===== src/rtl/paint_pkg.sv =====
// paint_pkg: shared types and constants for the paint sequencer
package paint_pkg;
    localparam int DEF_GRID_W = 8;
    localparam int DEF_GRID_H = 8;
    localparam int COORD_W    = 10;
    typedef enum logic [1:0] {OP_PIXEL, OP_STAMP, OP_CLEAR, OP_NOP} op_t;
    typedef enum logic [1:0] {IDLE, PIXEL, STAMP, CLEAR} state_t;
endpackage


===== src/rtl/xy_sweeper.sv =====
// xy_sweeper: row-major 2-D counter; cur_x/cur_y is the cell emitted at the coming edge
// ports: start/step advance, bound_x/bound_y sweep size, org_x/org_y 11-bit origin,
//        cur_x/cur_y next cell, last = the cell currently held is the final one
module xy_sweeper
    import paint_pkg::*;
(
    input  logic               clk,
    input  logic               reset,
    input  logic               start,
    input  logic               step,
    input  logic [COORD_W-1:0] bound_x,
    input  logic [COORD_W-1:0] bound_y,
    input  logic [COORD_W:0]   org_x,
    input  logic [COORD_W:0]   org_y,
    output logic [COORD_W:0]   cur_x,
    output logic [COORD_W:0]   cur_y,
    output logic               last
);
    logic [COORD_W-1:0] cx, cy, nx, ny;
    logic wrap;
    always_comb begin
        wrap  = cx == bound_x - 1'b1;
        last  = wrap && cy == bound_y - 1'b1;
        nx    = (start || wrap) ? '0 : cx + 1'b1;
        ny    = start ? '0 : wrap ? cy + 1'b1 : cy;
        cur_x = org_x + {1'b0, nx};
        cur_y = org_y + {1'b0, ny};
    end
    always_ff @(posedge clk) begin
        if (reset) begin
            cx <= '0;
            cy <= '0;
        end else if (start || step) begin
            cx <= nx;
            cy <= ny;
        end
    end
endmodule


===== src/rtl/paint_sequencer.sv =====
// paint_sequencer: expands pixel/stamp/clear commands into one pixel-store write per cycle
// ports: cmd_* valid/ready command input; brush/ready/wx/wy/newColor store write port;
//        busy high on write cycles, done pulses the cycle after a command's last write
module paint_sequencer
    import paint_pkg::*;
#(
    parameter int GRID_W = DEF_GRID_W,
    parameter int GRID_H = DEF_GRID_H
) (
    input  logic               clk,
    input  logic               reset,
    input  logic               cmd_valid,
    output logic               cmd_ready,
    input  logic [1:0]         cmd_op,
    input  logic [COORD_W-1:0] cmd_x,
    input  logic [COORD_W-1:0] cmd_y,
    input  logic [2:0]         cmd_color,
    output logic               brush,
    output logic               ready,
    output logic [COORD_W-1:0] wx,
    output logic [COORD_W-1:0] wy,
    output logic [2:0]         newColor,
    output logic               busy,
    output logic               done
);
    state_t state, state_n;
    op_t op;
    logic accept, load_px, start, sweep, step, finish, emit, is_clear, in_range, sw_last;
    logic [COORD_W-1:0] bx, by;
    logic [COORD_W:0] ox, oy, org_x, org_y, cur_x, cur_y, cell_x, cell_y;
    assign op        = op_t'(cmd_op);
    assign cmd_ready = state == IDLE && !reset;
    assign accept    = cmd_valid && cmd_ready;
    xy_sweeper u_sweep (
        .clk(clk), .reset(reset), .start(start), .step(step),
        .bound_x(bx), .bound_y(by), .org_x(org_x), .org_y(org_y),
        .cur_x(cur_x), .cur_y(cur_y), .last(sw_last)
    );
    always_comb begin
        load_px  = accept && op == OP_PIXEL;
        start    = accept && (op == OP_STAMP || op == OP_CLEAR);
        sweep    = state == STAMP || state == CLEAR;
        step     = sweep && !sw_last;
        finish   = state == PIXEL || (sweep && sw_last);
        emit     = load_px || start || step;
        is_clear = state == IDLE ? op == OP_CLEAR : state == CLEAR;
        bx       = is_clear ? COORD_W'(GRID_W) : COORD_W'(3);
        by       = is_clear ? COORD_W'(GRID_H) : COORD_W'(3);
        // stamp origin is one cell up-left of the target; negative values wrap into the 11-bit space
        org_x    = state != IDLE ? ox : is_clear ? '0 : {1'b0, cmd_x} - 1'b1;
        org_y    = state != IDLE ? oy : is_clear ? '0 : {1'b0, cmd_y} - 1'b1;
        cell_x   = load_px ? {1'b0, cmd_x} : cur_x;
        cell_y   = load_px ? {1'b0, cmd_y} : cur_y;
        // unsigned compare also rejects negative cells (MSB set)
        in_range = cell_x < (COORD_W+1)'(GRID_W) && cell_y < (COORD_W+1)'(GRID_H);
        state_n  = finish ? IDLE : load_px ? PIXEL : start ? (op == OP_CLEAR ? CLEAR : STAMP) : state;
    end
    always_ff @(posedge clk) begin
        if (reset) begin
            state    <= IDLE;
            brush    <= 1'b0;
            ready    <= 1'b0;
            wx       <= '0;
            wy       <= '0;
            newColor <= '0;
            busy     <= 1'b0;
            done     <= 1'b0;
            ox       <= '0;
            oy       <= '0;
        end else begin
            state <= state_n;
            brush <= emit && in_range;
            ready <= emit && in_range;
            busy  <= emit;
            done  <= finish || (accept && op == OP_NOP);
            if (emit) begin
                wx <= cell_x[COORD_W-1:0];
                wy <= cell_y[COORD_W-1:0];
            end
            if (load_px || start) begin
                newColor <= cmd_color;
                ox       <= org_x;
                oy       <= org_y;
            end
        end
    end
endmodule

===== config.mk =====
export PLATFORM = sky130hd
export DESIGN_NAME = paint_sequencer
export DESIGN_NICKNAME = d
export VERILOG_FILES = /design/src/rtl/paint_pkg.sv /design/src/rtl/xy_sweeper.sv /design/src/rtl/paint_sequencer.sv
export SDC_FILE = /design/constraint.sdc
export NUM_CORES = 1
export LEC_CHECK = 0
export ABC_CLOCK_PERIOD_IN_PS = 3500
export BUFFER_PORTS_ARGS = -buffer_cell sky130_fd_sc_hd__buf_2
export CORE_UTILIZATION = 44
export CTS_CLUSTER_DIAMETER = 150
export DETAILED_ROUTE_END_ITERATION = 16
export PLACE_DENSITY_LB_ADDON = 0.3
export SLEW_MARGIN = 20
export SYNTH_ARGS = -nofsm -noshare
export SYNTH_HDL_FRONTEND = slang
export SYNTH_SLANG_ARGS = --single-unit

===== constraint.sdc =====
create_clock -name clk -period 3.5 [get_ports clk]
set_input_delay 0 -clock clk [delete_from_list [all_inputs] [get_ports clk]]
set_output_delay 0 -clock clk [all_outputs]
set_load 0.03 [all_outputs]

[After elaboration in Yosys (flattened, before gate mapping)]
Cells that the tools add are included.
Word-level totals
  bits in registers: 70
  input port bits: 28
  output and inout port bits: 28
  word-level logic and storage cells: 69
Operators by class
  add/sub/neg operators: 7
  magnitude comparators: 2
  equality and inequality tests: 8
  mux-type cells: 14
  reduce and logical (&&, ||, !) cells: 26
Operator list (number)
  11-bit 2-to-1 mux: 6
  10-bit 2-to-1 mux: 3
  11-bit by 10-bit adder with 11-bit output: 2
  11-bit by 4-bit < comparator with 1-bit output (second input constant): 2
  10-bit by 1-bit subtractor with 11-bit output (second input constant): 2
  10-bit by 1-bit adder with 10-bit output (second input constant): 2
  10-bit equality test: 2
  1-bit logical AND: 10
  2-bit equality test (second input constant): 4
  1-bit logical OR: 8
  4-bit by 1-bit subtractor with 5-bit output (second input constant): 1
  2-bit by 1-bit equality test with 1-bit output (second input constant): 2
  2-bit zero test: 2
  1-bit 2-to-1 mux: 4
  4-bit 2-to-1 mux: 1
  2-bit nonzero test: 2
  3-bit OR reduction: 1
  1-bit zero test: 2
  2-bit OR reduction: 1

[Logic depth before layout (Yosys ltp)]
Gate-level depths: netlist (run 1).
  word-level depth: 12
  depth in mapped cells: 20
  mapped depth without buffers: 17

[By module]
From an unflattened synthesis (run 1), not the netlist that was laid out.
Unflattened totals
  cell total of the unflattened synthesis: 760
  area total of the unflattened synthesis: 5890.6 µm²
Modules (own cells, without submodules)
  xy_sweeper: instances 1, cells an instance 413, area an instance 3150.5 µm², seq. area each 400.4 µm²
  paint_sequencer: instances 1, cells an instance 347, area an instance 2740.1 µm², seq. area each 1001.0 µm²

[Least setup slack after synthesis (run 1)]
No wires, ideal clock.
  path kind: reg-to-reg
  from: reg state[0]
  to: reg ready
  library setup time: 92 ps
  arrival: 3728 ps
  required time: 3408 ps
  setup slack: -320 ps
  cell stages (with the launch flop): 15
  path buffers: 1
  period minus slack after synthesis: 3820 ps
  cells stage by stage: dfxtp_1 > buf_2 > nor3_1 > nor3_1 > nor3_1 > mux2i_1 > or2_2 > fa_1 > nor2b_1 > o221ai_1 > a2111oi_0 > o21ai_0 > a31oi_1 > nand3_1 > nor4_1
On the way
  word-level cells in the longest chain between the ends: 12
  elaborated cells on any way between the ends: 35
  classes of those cells: add/sub (3); order compare (2); eq/ne (4); mux (11); reduce/logical (15)
Ends and longest elaborated chain
  start: declaration: RTL line paint_sequencer.sv:26  | state_t state, state_n;
  start signal: assignment: RTL line paint_sequencer.sv:71  | state <= state_n;
  2-bit equality test / 2-bit zero test (equally long branches): RTL line paint_sequencer.sv:42, paint_sequencer.sv:46, paint_sequencer.sv:32
  1-bit 2-to-1 mux: RTL line paint_sequencer.sv:46  | is_clear = state == IDLE ? op == OP_CLEAR : state == CLEAR;
  4-bit 2-to-1 mux: RTL line paint_sequencer.sv:47, paint_sequencer.sv:48
  4-bit by 1-bit subtractor with 5-bit output: RTL line xy_sweeper.sv:22, xy_sweeper.sv:23
  10-bit equality test: RTL line xy_sweeper.sv:22  | wrap = cx == bound_x - 1'b1;
  10-bit 2-to-1 mux / 1-bit logical OR (equally long branches): RTL line xy_sweeper.sv:25, xy_sweeper.sv:24
  10-bit 2-to-1 mux, on equally long branches: RTL line xy_sweeper.sv:25, xy_sweeper.sv:24
  11-bit by 10-bit adder with 11-bit output, on equally long branches: RTL line xy_sweeper.sv:27, xy_sweeper.sv:26
  11-bit 2-to-1 mux, on equally long branches: RTL line paint_sequencer.sv:53, paint_sequencer.sv:52
  11-bit by 4-bit < comparator with 1-bit output: RTL line paint_sequencer.sv:55  | in_range = cell_x < (COORD_W+1)'(GRID_W) && cell_y < (COORD_W+1)'(GRID_H);
  1-bit logical AND: RTL line paint_sequencer.sv:55
  1-bit logical AND (*): RTL line paint_sequencer.sv:73  | ready <= emit && in_range;
  end signal: assignment: RTL line paint_sequencer.sv:73
  end: declaration: RTL line paint_sequencer.sv:19  | output logic ready,
Every way passes the cells marked *; elsewhere a longest branch is shown, timed or not.
A chain may end at the register's enable or synchronous reset.

[Worst setup path after layout (run 1)]
  from: reg u_sweep.cx[9]
  to: reg ready
On the way
  word-level cells in the longest chain between the ends: 8
  elaborated cells on any way between the ends: 18
  classes of those cells: add/sub (3); order compare (2); eq/ne (1); mux (5); reduce/logical (7)
Ends and longest elaborated chain
  start: declaration: RTL line xy_sweeper.sv:19  | logic [COORD_W-1:0] cx, cy, nx, ny;
  start signal: assignment: RTL line xy_sweeper.sv:34  | cx <= nx;
  10-bit equality test: RTL line xy_sweeper.sv:22
  10-bit 2-to-1 mux (2 in series): RTL line xy_sweeper.sv:25  | ny = start ? '0 : wrap ? cy + 1'b1 : cy;
  named net u_sweep.ny[3]: RTL line xy_sweeper.sv:19
  11-bit by 10-bit adder with 11-bit output: RTL line xy_sweeper.sv:27  | cur_y = org_y + {1'b0, ny};
  11-bit 2-to-1 mux: RTL line paint_sequencer.sv:53  | cell_y = load_px ? {1'b0, cmd_y} : cur_y;
  11-bit by 4-bit < comparator with 1-bit output: RTL line paint_sequencer.sv:55
  1-bit logical AND: RTL line paint_sequencer.sv:55
  1-bit logical AND: RTL line paint_sequencer.sv:73
The timed path passes the listed nets, and every way through them passes these cells.

==> reports/metrics.csv, run 1 <==
stage,metric,value,unit
floorplan,die width,107,µm
logic_synthesis,synthesis-stage register bit count,70,
logic_synthesis,Syn Area/Cell,7.36,µm²
outcome,status,"complete, but fails checks",
power_and_ir_drop,pwr dens,343,nW/µm²
finish,FF/Latch Area,1420,µm²
logic_synthesis,syn_nets,714,
detailed_routing,initial DRC count,351,
floorplan,DIE AREA,11400,µm²
timing,Slew HR,51.9,%
floorplan,CORE AREA,10500,µm²
place,PortBufs,55,
place,dpl ws,-298,ps
power_and_ir_drop,Pwr Total,2.40,mW
logic_synthesis,largest family of logic cells by synthesized area,simple AND/OR/NAND/NOR gates,
critical_path,Top delay family on crit path,simple AND/OR/NAND/NOR gates,
logic_synthesis,Synth Area in Adders,7.81,%
clock_network,root buffer cell,clkbuf_8,
clock_network,clk_lat worst skew,370,ps
critical_path,crit path cell chain,nor4_4 > nand2_2 > or3_4 > or2_4 > xor2_1 > nor2_1 > ha_2 > or2_2 > o221ai_4 > a2111oi_4 > or3_1 > a31oi_2 > nand3_1 > nor4_1,
critical_path,Critical Path Source Type,flip-flop,
timing,Final Hold Viols,0,
clock_network,CTS Buffer Depth,2,
timing,PnR worst setup slack,-110,ps
detailed_routing,post-route antenna net violation count,0,
global_route,total grt overflow,0,
flow_run,Max Cap Viol,0,
global_route,vias in the first global route,5291,
detailed_routing,routed vias,5469,
critical_path,CP endpoint kind,flip-flop,
logic_synthesis,area share of the largest cell type after synthesis,29.0,%
detailed_routing,vias per cell,5.71,
hold_path,hold crit path type,in -> reg,
floorplan,Starting Density,46.0,%
finish,Area Growth Syn to Fin,44.5,%
detailed_routing,DRC,0,
finish,layout cell share with drive strength beyond 1,34.7,%
place,DP HPWL,11700,µm
critical_path,slowest cell on the critical path,or3_4,
timing,final setup violation count,3,
timing,setup_tns,-196,ps
critical_path,worst r2r path cells,14,
outcome,failing checks,negative setup slack,
finish,post-layout util,66.5,%
timing,Slew Limit Fails,0,
critical_path,crit path buf inv count,0,
critical_path,Crit Path Category,reg -> reg,
logic_synthesis,"top cells by count, synth","nor2_1, nand2_1, dfxtp_1, nor3_1, o21ai_0",
logic_synthesis,async set-reset flop share out of synthesis,0,%
timing,FMAX,277,MHz
clock_network,total clock buffers created by CTS,9,
detailed_routing,DRT Pass-1 Iters,5,
logic_synthesis,Simple-Gate Fraction of Synth Area,30.7,%
timing,Tmin final,3610,ps
global_route,total global-route track usage,29.6,%
clock_network,H-tree depth,3,
clock_network,Sinks on Clock Net,70,
logic_synthesis,top post-synthesis cells by area,"dfxtp_1, nor2_1, ha_1, nand2_1, xnor2_1",
logic_synthesis,main flop type after synthesis,dfxtp_1,
finish,total inserted antenna cells,0,
detailed_routing,Total Wirelength,16900,µm
power_and_ir_drop,P_leak,2.88,nW
global_route,first-pass GRT wire length,26000,µm
logic_synthesis,most frequent cell after synthesis,nor2_1,
detailed_routing,Avg WL per Cell,17.7,µm
global_route,largest net degree at the start of global routing,58,
timing,unrepaired setup endpoints after global routing,true,
logic_synthesis,total number of yosys warnings,0,
logic_synthesis,Synth area leader,dfxtp_1,
timing,fin crit share,103,%
logic_synthesis,complex-gate fraction of the synthesized area,17.5,%
clock_network,Clock transition at path regs,80,ps
global_route,antenna violations before repair,0,
critical_path,Crit path depth,14,
finish,Fillers,848,
timing,Worst Max-Slew Pin Slew,720,ps
critical_path,Worst EP required,3790,ps
logic_synthesis,Post-synth EDFFs,0,
timing,final setup skew,9.77,ps
logic_synthesis,Post-Syn Area,4840,µm²
timing,worst hold slack,77.6,ps
critical_path,Max Fanout on Critical Path,8,
critical_path,WP data arrival,3900,ps
floorplan,die height,107,µm
critical_path,Max stage delay on crit path,450,ps
clock_network,TritonCTS clock tree,yes,
hold_path,Min-Delay Path Depth,3,
floorplan,io pins,56,
finish,area of the multi-input gates,3710,µm²
finish,"Net count, final",874,
logic_synthesis,mux share of post-synthesis cell area,1.24,%
logic_synthesis,post-synthesis instance total,657,
floorplan,# rows,37,
logic_synthesis,xor/xnor cell area share of the yosys netlist,8.69,%
place,RD Place Congestion,0.961,
logic_synthesis,"Distinct cells, synth",53,
logic_synthesis,register area share after synthesis,29.0,%
power_and_ir_drop,VDD IR max,0.204,mV
[worst paths after layout]
| path | start | to | slack, ps |
|---|---|---|---|
| worst max register to register | u_sweep.cx[9]$_SDFFE_PP0P_ | ready$_SDFF_PP0_ | -110 |
| worst max-delay path | u_sweep.cx[9]$_SDFFE_PP0P_ | ready$_SDFF_PP0_ | -110 |
| worst min register to register | newColor[2]$_SDFFE_PP0P_ | newColor[2]$_SDFFE_PP0P_ | 460 |
| worst min-delay path | cmd_y[1] | wy[1]$_SDFFE_PP0P_ | 80 |
[through the flow]
stage               std cells  area [µm²]
floorplan                 657        4900
global placement          900        5870
detailed placement        900        5870
CTS                       950        6590
global route              958        6990
finish                    958        6990
[logic make-up after synthesis]
kind of cell | after synthesis
flip-flops | 70
buffers and inverters | 61
AND/OR/NAND/NOR | 311
adder cells (fa/ha/maj) | 29
AO/OA/AOI/OAI | 132
multiplexers | 6
XOR/XNOR | 48
[sequential cells by signal, summed over array words and instances, names as in the netlist]
register and cells:
done 1, ready 1, state 2, u_sweep.cy 10, busy 1, wx 10
wy 10, ox 11, u_sweep.cx 10, oy 11, newColor 3
[where the power goes]
group          switching [mW]  internal, mW
Combinational           0.429         0.317
Clock                   0.327         0.459
Sequential             0.0256         0.840
[placed cells by master, fill, tap and decap left out, types with 4 or more instances in the layout]
cell	count
a211oi_2	5
dfxtp_1	61
nor3_4	4
nor3_2	5
nor2_1	95
clkbuf_8	12
ha_1	20
a31oi_1	9
nor4_1	6
nand2_2	4
xor2_1	13
nor3_1	31
buf_6	6
inv_1	20
or2_2	5
buf_4	113
dfxtp_2	6
xnor2_1	33
or3_1	8
nand3_1	10
nor2_2	8
o21ai_0	26
nand3b_1	5
and2_1	6
a311oi_1	5
o21ai_1	6
ha_2	4
and3_1	11
nand2b_1	4
dlygate4sd3_1	14
a211oi_1	12
nand2_1	77
a21oi_1	27
buf_2	55
mux2i_1	6
[final cells by class]
class	instances	area share [%]
Multi-Input combinational cell	526	53.1
Sequential cell	70	20.3
Tap cell	136	2.43
Clock inverter	3	0.931
Clock buffer	13	2.42
Timing Repair Buffer	190	19.7
Inverter	20	1.07
[timing repair]
| item | in CTS | in global routing |
|---|---|---|
| hold buffers | 14 | 0 |
| hold endpoints to repair | 15 | 0 |
| setup endpoints to repair | 9 | 43 |
| pin swaps | 21 | 35 |
| gates cloned | 0 | 1 |
| buffers inserted | 20 | 8 |
| gates resized for setup | 37 | 77 |
[worst min-delay path: stages]
cell and delay, ps:
buf_2 150, a211oi_1 80, nor3_1 160
[metal layers]
metal  vias up  GRT usage (%)  wire length [µm]
li1       2640              -                 -
met1      2577           35.0              7000
met2       200           51.3              8330
met3        52           4.98               927
met4         0           14.9               673
met5         -              0                 0
No activity file was read; power rests on OpenSTA's default activity.
==> run 2: changes to the inputs <==
--- a/config.mk
+++ b/config.mk
@@ -5,9 +5,11 @@
 export SDC_FILE = /design/constraint.sdc
 export NUM_CORES = 1
 export LEC_CHECK = 0
+export ABC_AREA = 1
 export ABC_CLOCK_PERIOD_IN_PS = 3500
 export BUFFER_PORTS_ARGS = -buffer_cell sky130_fd_sc_hd__buf_2
-export CORE_UTILIZATION = 44
+export CORE_ASPECT_RATIO = 1.75
+export CORE_UTILIZATION = 30
 export CTS_CLUSTER_DIAMETER = 150
 export DETAILED_ROUTE_END_ITERATION = 16
 export PLACE_DENSITY_LB_ADDON = 0.3
==> run 2 against run 1 <==
Against the previous run:
- the run now ends clean
- sequential power rose by 3.6%
- cell area fell by 14%
- first-iteration DRC count fell by 28%
- clock skew fell by 1.3 ps
- global-route usage fell by 9.8 points
- flip-flop and latch count did not move
- synthesized area rose by 6.1%
- cell count rose by 16%
- largest power group unchanged
- die area rose by 55%
- via count fell by 1.4%
- count of clock-buffer cells in the layout fell by 3
- register-to-register slack improved by 430 ps
==> reports/metrics.csv, run 2 <==
stage,metric,value,unit,change
finish,"commonest non-fill, non-tap cell in the layout",nand2_1,,
power_and_ir_drop,VDD IR max,0.274,mV,+34%
critical_path,Max stage delay on crit path,370,ps,-80 ps
timing,fin crit share,90.9,%,-12 points
logic_synthesis,synthesis-stage register bit count,70,,unchanged
place,PortBufs,55,,unchanged
logic_synthesis,main flop type after synthesis,dfxtp_1,,
timing,FMAX,314,MHz,+14%
timing,Slew HR,65.5,%,+14 points
clock_network,TritonCTS clock tree,yes,,
critical_path,cell mode on critical path,nand2_1,,
detailed_routing,initial DRC count,251,,-28%
timing,Final Hold Viols,0,,unchanged
place,RD Place Congestion,0.877,,-8.8%
critical_path,WP data arrival,3470,ps,-430 ps
logic_synthesis,syn_nets,879,,+23%
power_and_ir_drop,P_leak,3.02,nW,+4.6%
global_route,largest net degree at the start of global routing,46,,-21%
floorplan,Starting Density,30.9,%,-15 points
logic_synthesis,register area share after synthesis,27.3,%,-1.7 points
detailed_routing,Total Wirelength,16500,µm,-2.3%
timing,Slew Limit Fails,0,,unchanged
floorplan,io pins,56,,unchanged
clock_network,root buffer cell,clkbuf_16,,
timing,PnR worst setup slack,320,ps,+430 ps
clock_network,Sinks on Clock Net,70,,unchanged
logic_synthesis,top post-synthesis cells by area,"dfxtp_1, nand2_1, inv_1, nor2_1, o21ai_0",,
logic_synthesis,"Distinct cells, synth",46,,-13%
global_route,first-pass GRT wire length,26400,µm,+1.5%
outcome,status,"finished, final reports clean",,
finish,total inserted antenna cells,0,,unchanged
detailed_routing,vias per cell,4.86,,-15%
finish,"Net count, final",938,,+7.3%
logic_synthesis,async set-reset flop share out of synthesis,0,%,unchanged
finish,layout cell share with drive strength beyond 1,13.2,%,-21 points
flow_run,Max Cap Viol,0,,unchanged
floorplan,die width,101,µm,-5.6%
global_route,total grt overflow,0,,unchanged
logic_synthesis,Post-synth EDFFs,0,,unchanged
global_route,total global-route track usage,19.7,%,-9.8 points
timing,setup_tns,0,ps,+196 ps
critical_path,Crit Path Category,reg -> reg,,
detailed_routing,DRT Pass-1 Iters,7,,+2
critical_path,Crit. Startpoint,state[0]$_SDFFE_PP0P_,,
logic_synthesis,most frequent cell after synthesis,nand2_1,,
critical_path,Max Fanout on Critical Path,10,,+2
floorplan,CORE AREA,16600,µm²,+58%
critical_path,CP endpoint kind,flip-flop,,
timing,unrepaired setup endpoints after global routing,false,,
timing,Tmin final,3180,ps,-430 ps
critical_path,Critical Path Source Type,flip-flop,,
global_route,antenna violations before repair,0,,unchanged
critical_path,slowest cell on the critical path,ha_2,,
finish,Fillers,1900,,+120%
timing,Worst Max-Slew Pin Slew,514,ps,-206 ps
timing,final setup skew,8.43,ps,-1.34 ps
hold_path,hold_sp,cmd_x[8],,
critical_path,worst r2r src,state[0]$_SDFFE_PP0P_,,
global_route,vias in the first global route,5305,,+0.26%
finish,biggest regs,"ox x11, oy x11",,
detailed_routing,DRC,0,,unchanged
hold_path,hold crit path type,in -> reg,,
place,dpl ws,131,ps,+429 ps
detailed_routing,Avg WL per Cell,14.9,µm,-16%
place,DP HPWL,12800,µm,+9.0%
clock_network,total clock buffers created by CTS,9,,unchanged
clock_network,Clock transition at path regs,60,ps,-20 ps
clock_network,H-tree depth,3,,unchanged
detailed_routing,post-route antenna net violation count,0,,unchanged
logic_synthesis,"top cells by count, synth","nand2_1, inv_1, nor2_1, dfxtp_1, o21ai_0",,
detailed_routing,routed vias,5391,,-1.4%
logic_synthesis,Synth area leader,dfxtp_1,,
logic_synthesis,area share of the largest cell type after synthesis,27.3,%,-1.7 points
critical_path,crit path cell chain,inv_1 > nand2_4 > buf_4 > nor2_2 > nand3_2 > buf_4 > nand2_1 > inv_1 > and2_1 > ha_2 > nand2_1 > nor2_1 > nand2_1 > nand3_1 > nand2_1 > nand2_1 > nand2_1 > nand3_1 > o21ai_0 > nor2_1 > nand3_1 > nor2_1,,
logic_synthesis,Syn Area/Cell,6.24,µm²,-15%
floorplan,# rows,62,,+68%
floorplan,DIE AREA,17700,µm²,+55%
finish,most frequent cells in the layout,"nand2_1, inv_1, nor2_1",,
finish,Area Growth Syn to Fin,16.5,%,
critical_path,Worst EP required,3790,ps,about the same
logic_synthesis,Post-Syn Area,5130,µm²,+6.1%
power_and_ir_drop,pwr dens,409,nW/µm²,+19%
timing,final setup violation count,0,,-3
logic_synthesis,post-synthesis instance total,822,,+25%
logic_synthesis,total number of yosys warnings,0,,unchanged
floorplan,die height,175,µm,+64%
clock_network,clk_lat worst skew,340,ps,-30 ps
clock_network,CTS Buffer Depth,2,,unchanged
run 2: cell count changes in the layout (fill, tap and decap cells not counted), moves of 29 or more:
cell,previous run,this run
buf_4,113,15
inv_1,20,122
nand2_1,77,188
nand3_1,10,62
o21ai_0,26,67
xnor2_1,33,4
run 2: worst paths after layout:
path	end	slack [ps]	cells past startpoint
setup / recovery	ready$_SDFF_PP0_	320	22
hold / removal	wx[8]$_SDFFE_PP0P_	4	3
setup reg to reg	ready$_SDFF_PP0_	320	22
hold reg to reg	oy[1]$_SDFFE_PP0P_	450	2
run 2: logic make-up after synthesis:
group           after synthesis  share of synthesized area (%)
compound gates              159                           17.5
xor+xnor                     12                           2.05
fa+ha+maj                    29                           7.36
buf+inv                     156                           12.2
flops                        70                           27.3
simple gates                396                           33.5
run 2: power by group:
part | total, mW | switching (mW) | internal (mW) | leakage (nW)
clock | 0.835 | 0.365 | 0.471 | 0.128
sequential | 0.897 | 0.0334 | 0.863 | 0.573
combinational | 0.710 | 0.486 | 0.224 | 2.31
run 2: stage by stage:
stage	utilization, %	power [mW]	hold slack [ps]	std cells	instance area [µm²]
2_1_floorplan	-	1.40	162	822	5130
3_3_place_gp	34.0	1.61	256	1088	5650
3_5_place_dp	34.0	1.61	260	1088	5650
4_1_cts	35.9	2.47	0.186	1108	5950
5_1_grt	36.0	2.58	26.2	1109	5980
6_report	36.0	2.44	4.02	1109	5980
run 2: timing repair:
item | 4_1_cts | 5_1_grt
setup buffers | 0 | 1
endpoints found under the setup margin | 0 | 4
endpoints found under the hold margin | 5 | 0
hold buffers | 5 | 0
gates resized for setup | 0 | 6
run 2: layout make-up:
class                      instances  area, µm²  area share (%)
clock inverter                     5       27.5           0.460
timing repair buffer              75        438            7.33
tap                              224        280            4.69
inverter                         129        484            8.10
multi-input combinational        596       3120            52.1
sequential                        70       1400            23.5
clock buffer                      10        229            3.83
run 2: critical path, delay by kind of cell, from the launching register on:
| family | cells | cell delay, ps |
|---|---|---|
| compound gates | 1 | 110 |
| buf+inv | 4 | 590 |
| flops | 1 | 340 |
| simple gates | 16 | 1700 |
| fa+ha+maj | 1 | 370 |
run 2: per-layer routing:
metal	routed length (µm)	track usage [%]	vias to the layer above
li1	-	-	2780
met1	6610	20.3	2412
met2	8400	36.3	146
met3	547	3.00	53
met4	994	12.4	0
met5	0	0	-
==> run 3: changes to the inputs <==
--- a/config.mk
+++ b/config.mk
@@ -5,7 +5,6 @@
 export SDC_FILE = /design/constraint.sdc
 export NUM_CORES = 1
 export LEC_CHECK = 0
-export ABC_AREA = 1
 export ABC_CLOCK_PERIOD_IN_PS = 3500
 export BUFFER_PORTS_ARGS = -buffer_cell sky130_fd_sc_hd__buf_2
 export CORE_ASPECT_RATIO = 1.75
==> run 3 against run 2 <==
Against the previous run:
- the flow now finishes with violations (design-rule violations, negative setup slack)
- via count shrank 3.1%
- core utilization rose by 7.9 points
- sequential power shrank 3.3%
- flip-flop and latch count did not move
- combinational power rose by 2%
- maximum frequency is 14% lower
- clock skew decreased by 3.6 ps
- critical endpoint unchanged
- largest cell class unchanged
- highest routed layer unchanged
==> reports/metrics.csv, run 3 (synthesis gave the netlist of run 1 again) <==
stage,metric,value,unit,change
power_and_ir_drop,sequential power share,34.9,%,-1.8 points
clock_network,total clock buffers created by CTS,9,,unchanged
critical_path,CP endpoint kind,flip-flop,,
timing,Slew Limit Fails,0,,unchanged
clock_network,TritonCTS clock tree,yes,,
timing,Worst Max-Slew Pin Slew,754,ps,+240 ps
critical_path,slowest cell on the critical path,or3_4,,
finish,biggest regs,"ox x11, oy x11",,
timing,fin crit share,106,%,+15 points
clock_network,H-tree depth,3,,unchanged
finish,Fillers,1559,,-18%
finish,Area Growth Syn to Fin,43.6,%,
detailed_routing,Avg WL per Cell,16.2,µm,+8.3%
timing,unrepaired setup endpoints after global routing,true,,
clock_network,Sinks on Clock Net,70,,unchanged
clock_network,root buffer cell,clkbuf_16,,
finish,"commonest non-fill, non-tap cell in the layout",buf_4,,
timing,final setup violation count,3,,+3
place,PortBufs,55,,unchanged
power_and_ir_drop,clock power share,35.9,%,+1.7 points
finish,total inserted antenna cells,0,,unchanged
hold_path,Min-Delay Path Depth,3,,unchanged
clock_network,Clock transition at path regs,50,ps,about the same
global_route,vias in the first global route,5036,,-5.1%
timing,Tmin final,3700,ps,+524 ps
global_route,total global-route track usage,19.5,%,-0.22 points
timing,PnR worst setup slack,-204,ps,-524 ps
finish,"Net count, final",865,,-7.8%
finish,Final Non-Filler Cells,1001,,-9.7%
global_route,first-pass GRT wire length,25700,µm,-2.4%
critical_path,Worst EP required,3750,ps,-40 ps
global_route,total grt overflow,0,,unchanged
place,RD Place Congestion,0.890,,+1.5%
power_and_ir_drop,sw frac,31.4,%,-4.8 points
power_and_ir_drop,Switch Pwr,780,µW,-12%
floorplan,CORE AREA,15800,µm²,-4.8%
floorplan,io pins,56,,unchanged
detailed_routing,Total Wirelength,16200,µm,-2.2%
detailed_routing,routed vias,5223,,-3.1%
global_route,largest net degree at the start of global routing,58,,+26%
critical_path,WP data arrival,3950,ps,+480 ps
detailed_routing,DRT Pass-1 Iters,10,,+3
timing,final setup skew,4.87,ps,-3.57 ps
detailed_routing,vias per cell,5.22,,+7.3%
timing,Final Hold Viols,0,,unchanged
hold_path,hold crit path type,in -> reg,,
floorplan,DIE AREA,16700,µm²,-5.7%
place,DP HPWL,12000,µm,-5.8%
power_and_ir_drop,Internal,1.70,mW,+9.2%
power_and_ir_drop,P_leak,2.89,nW,-4.2%
finish,layout cell share with drive strength beyond 1,32.6,%,+19 points
critical_path,crit path cell chain,nor4_2 > buf_4 > nand2_2 > or3_4 > or3_4 > xor2_1 > nor2_1 > ha_2 > buf_6 > or2_4 > a211oi_2 > nor3_2 > nor4_1 > nand4b_1 > nor4_1,,
flow_run,Max Cap Viol,0,,unchanged
power_and_ir_drop,VDD IR max,0.182,mV,-33%
clock_network,CTS Buffer Depth,2,,unchanged
critical_path,Max Fanout on Critical Path,8,,-2
power_and_ir_drop,pwr dens,357,nW/µm²,-13%
critical_path,Critical Path Source Type,flip-flop,,
timing,Slew HR,49.7,%,-16 points
global_route,antenna violations before repair,0,,unchanged
finish,post-layout util,44.0,%,+7.9 points
floorplan,# rows,61,,-1.6%
critical_path,Crit Path Category,reg -> reg,,
finish,most frequent cells in the layout,"buf_4, nor2_1, nand2_1",,
power_and_ir_drop,Logic pwr share,29.2,%,about the same
floorplan,die width,98.0,µm,-2.9%
clock_network,clk_lat worst skew,340,ps,about the same
place,DP Cell Count,961,,-12%
floorplan,Starting Density,30.6,%,-0.30 points
detailed_routing,post-route antenna net violation count,0,,unchanged
critical_path,r2r setup slk,-200,ps,-520 ps
outcome,failing checks,"design-rule violations, negative setup slack",,
critical_path,Max stage delay on crit path,470,ps,+100 ps
floorplan,die height,170,µm,-2.9%
detailed_routing,initial DRC count,203,,-19%
timing,FMAX,270,MHz,-14%
critical_path,worst r2r path cells,15,,-32%
detailed_routing,DRC,4,,+4
outcome,status,"complete, but fails checks",,
## run 3: cell types whose count changed in the layout (fill, tap and decap cells not counted), sizes merged, moves of 11 or more
cell | previous run | this run
or3 | 0 | 11
inv | 128 | 20
o21ai | 70 | 35
buf | 70 | 170
nand3 | 64 | 12
xnor2 | 4 | 34
nand4 | 14 | 2
nand2 | 197 | 81
nor3 | 10 | 40
a21oi | 50 | 30
## run 3: critical path, delay by kind of cell (launching register included)
kind	cells	cell delay [ps]
xor gates and xnor gates	1	160
DFF	1	320
adders and majority gates	1	320
AOI/OAI and AO/OA	1	200
buffers and inverters	2	300
and+or+nand+nor	10	2310
## run 3: final cells by class
cell class,count,area [µm²],area share [%]
multi-input combinational,526,3650,52.6
sequential,70,1410,20.3
timing repair buffer,181,1280,18.5
clock buffer,15,288,4.14
tap,189,236,3.41
inverter,20,75.1,1.08
## run 3: final timing paths
kind,from,endpoint
min,cmd_y[0],wy[0]$_SDFFE_PP0P_
max reg2reg,u_sweep.cx[9]$_SDFFE_PP0P_,ready$_SDFF_PP0_
max,u_sweep.cx[9]$_SDFFE_PP0P_,ready$_SDFF_PP0_
min reg2reg,ox[7]$_SDFFE_PP0P_,ox[7]$_SDFFE_PP0P_
## run 3: stage by stage
stage                     setup slack, ps  cell area, µm²  hold slack, ps  TNS [ps]  power [mW]
after floorplan                     -7.74            4900             136     -7.74        1.25
after global placement               -245            6000             245      -842        1.52
after detailed placement             -326            6000             251     -1110        1.52
after CTS                            -163            6600            3.88      -234        2.44
after global routing                 -319            6940            19.1      -775        2.59
final                                -204            6940            7.85      -390        2.48
## run 3: routing by layer
layer,part of all wire [%],up-vias,global-route usage [%],routed length (µm)
met3,3.2,40,2.63,523
met4,3.7,0,10.3,602
met1,40,2438,20.6,6490
li1,-,2620,-,-
met2,53,125,37.0,8570
met5,0,-,0,0
## run 3: repair_timing
action | in CTS | in global routing
setup endpoints to repair | 9 | 10
pin swaps | 26 | 37
gates resized for setup | 39 | 57
hold buffers | 11 | 0
buffers inserted | 9 | 10
hold endpoints to repair | 11 | 0
## run 3: power groups by stage
stage | Clock (mW) | Sequential (mW) | Combinational [mW]
6_report | 0.892 | 0.867 | 0.724
5_1_grt | 0.937 | 0.872 | 0.781
4_1_cts | 0.909 | 0.867 | 0.663
3_5_place_dp | 0 | 0.883 | 0.633
3_3_place_gp | 0 | 0.883 | 0.634
2_1_floorplan | 0 | 0.937 | 0.310
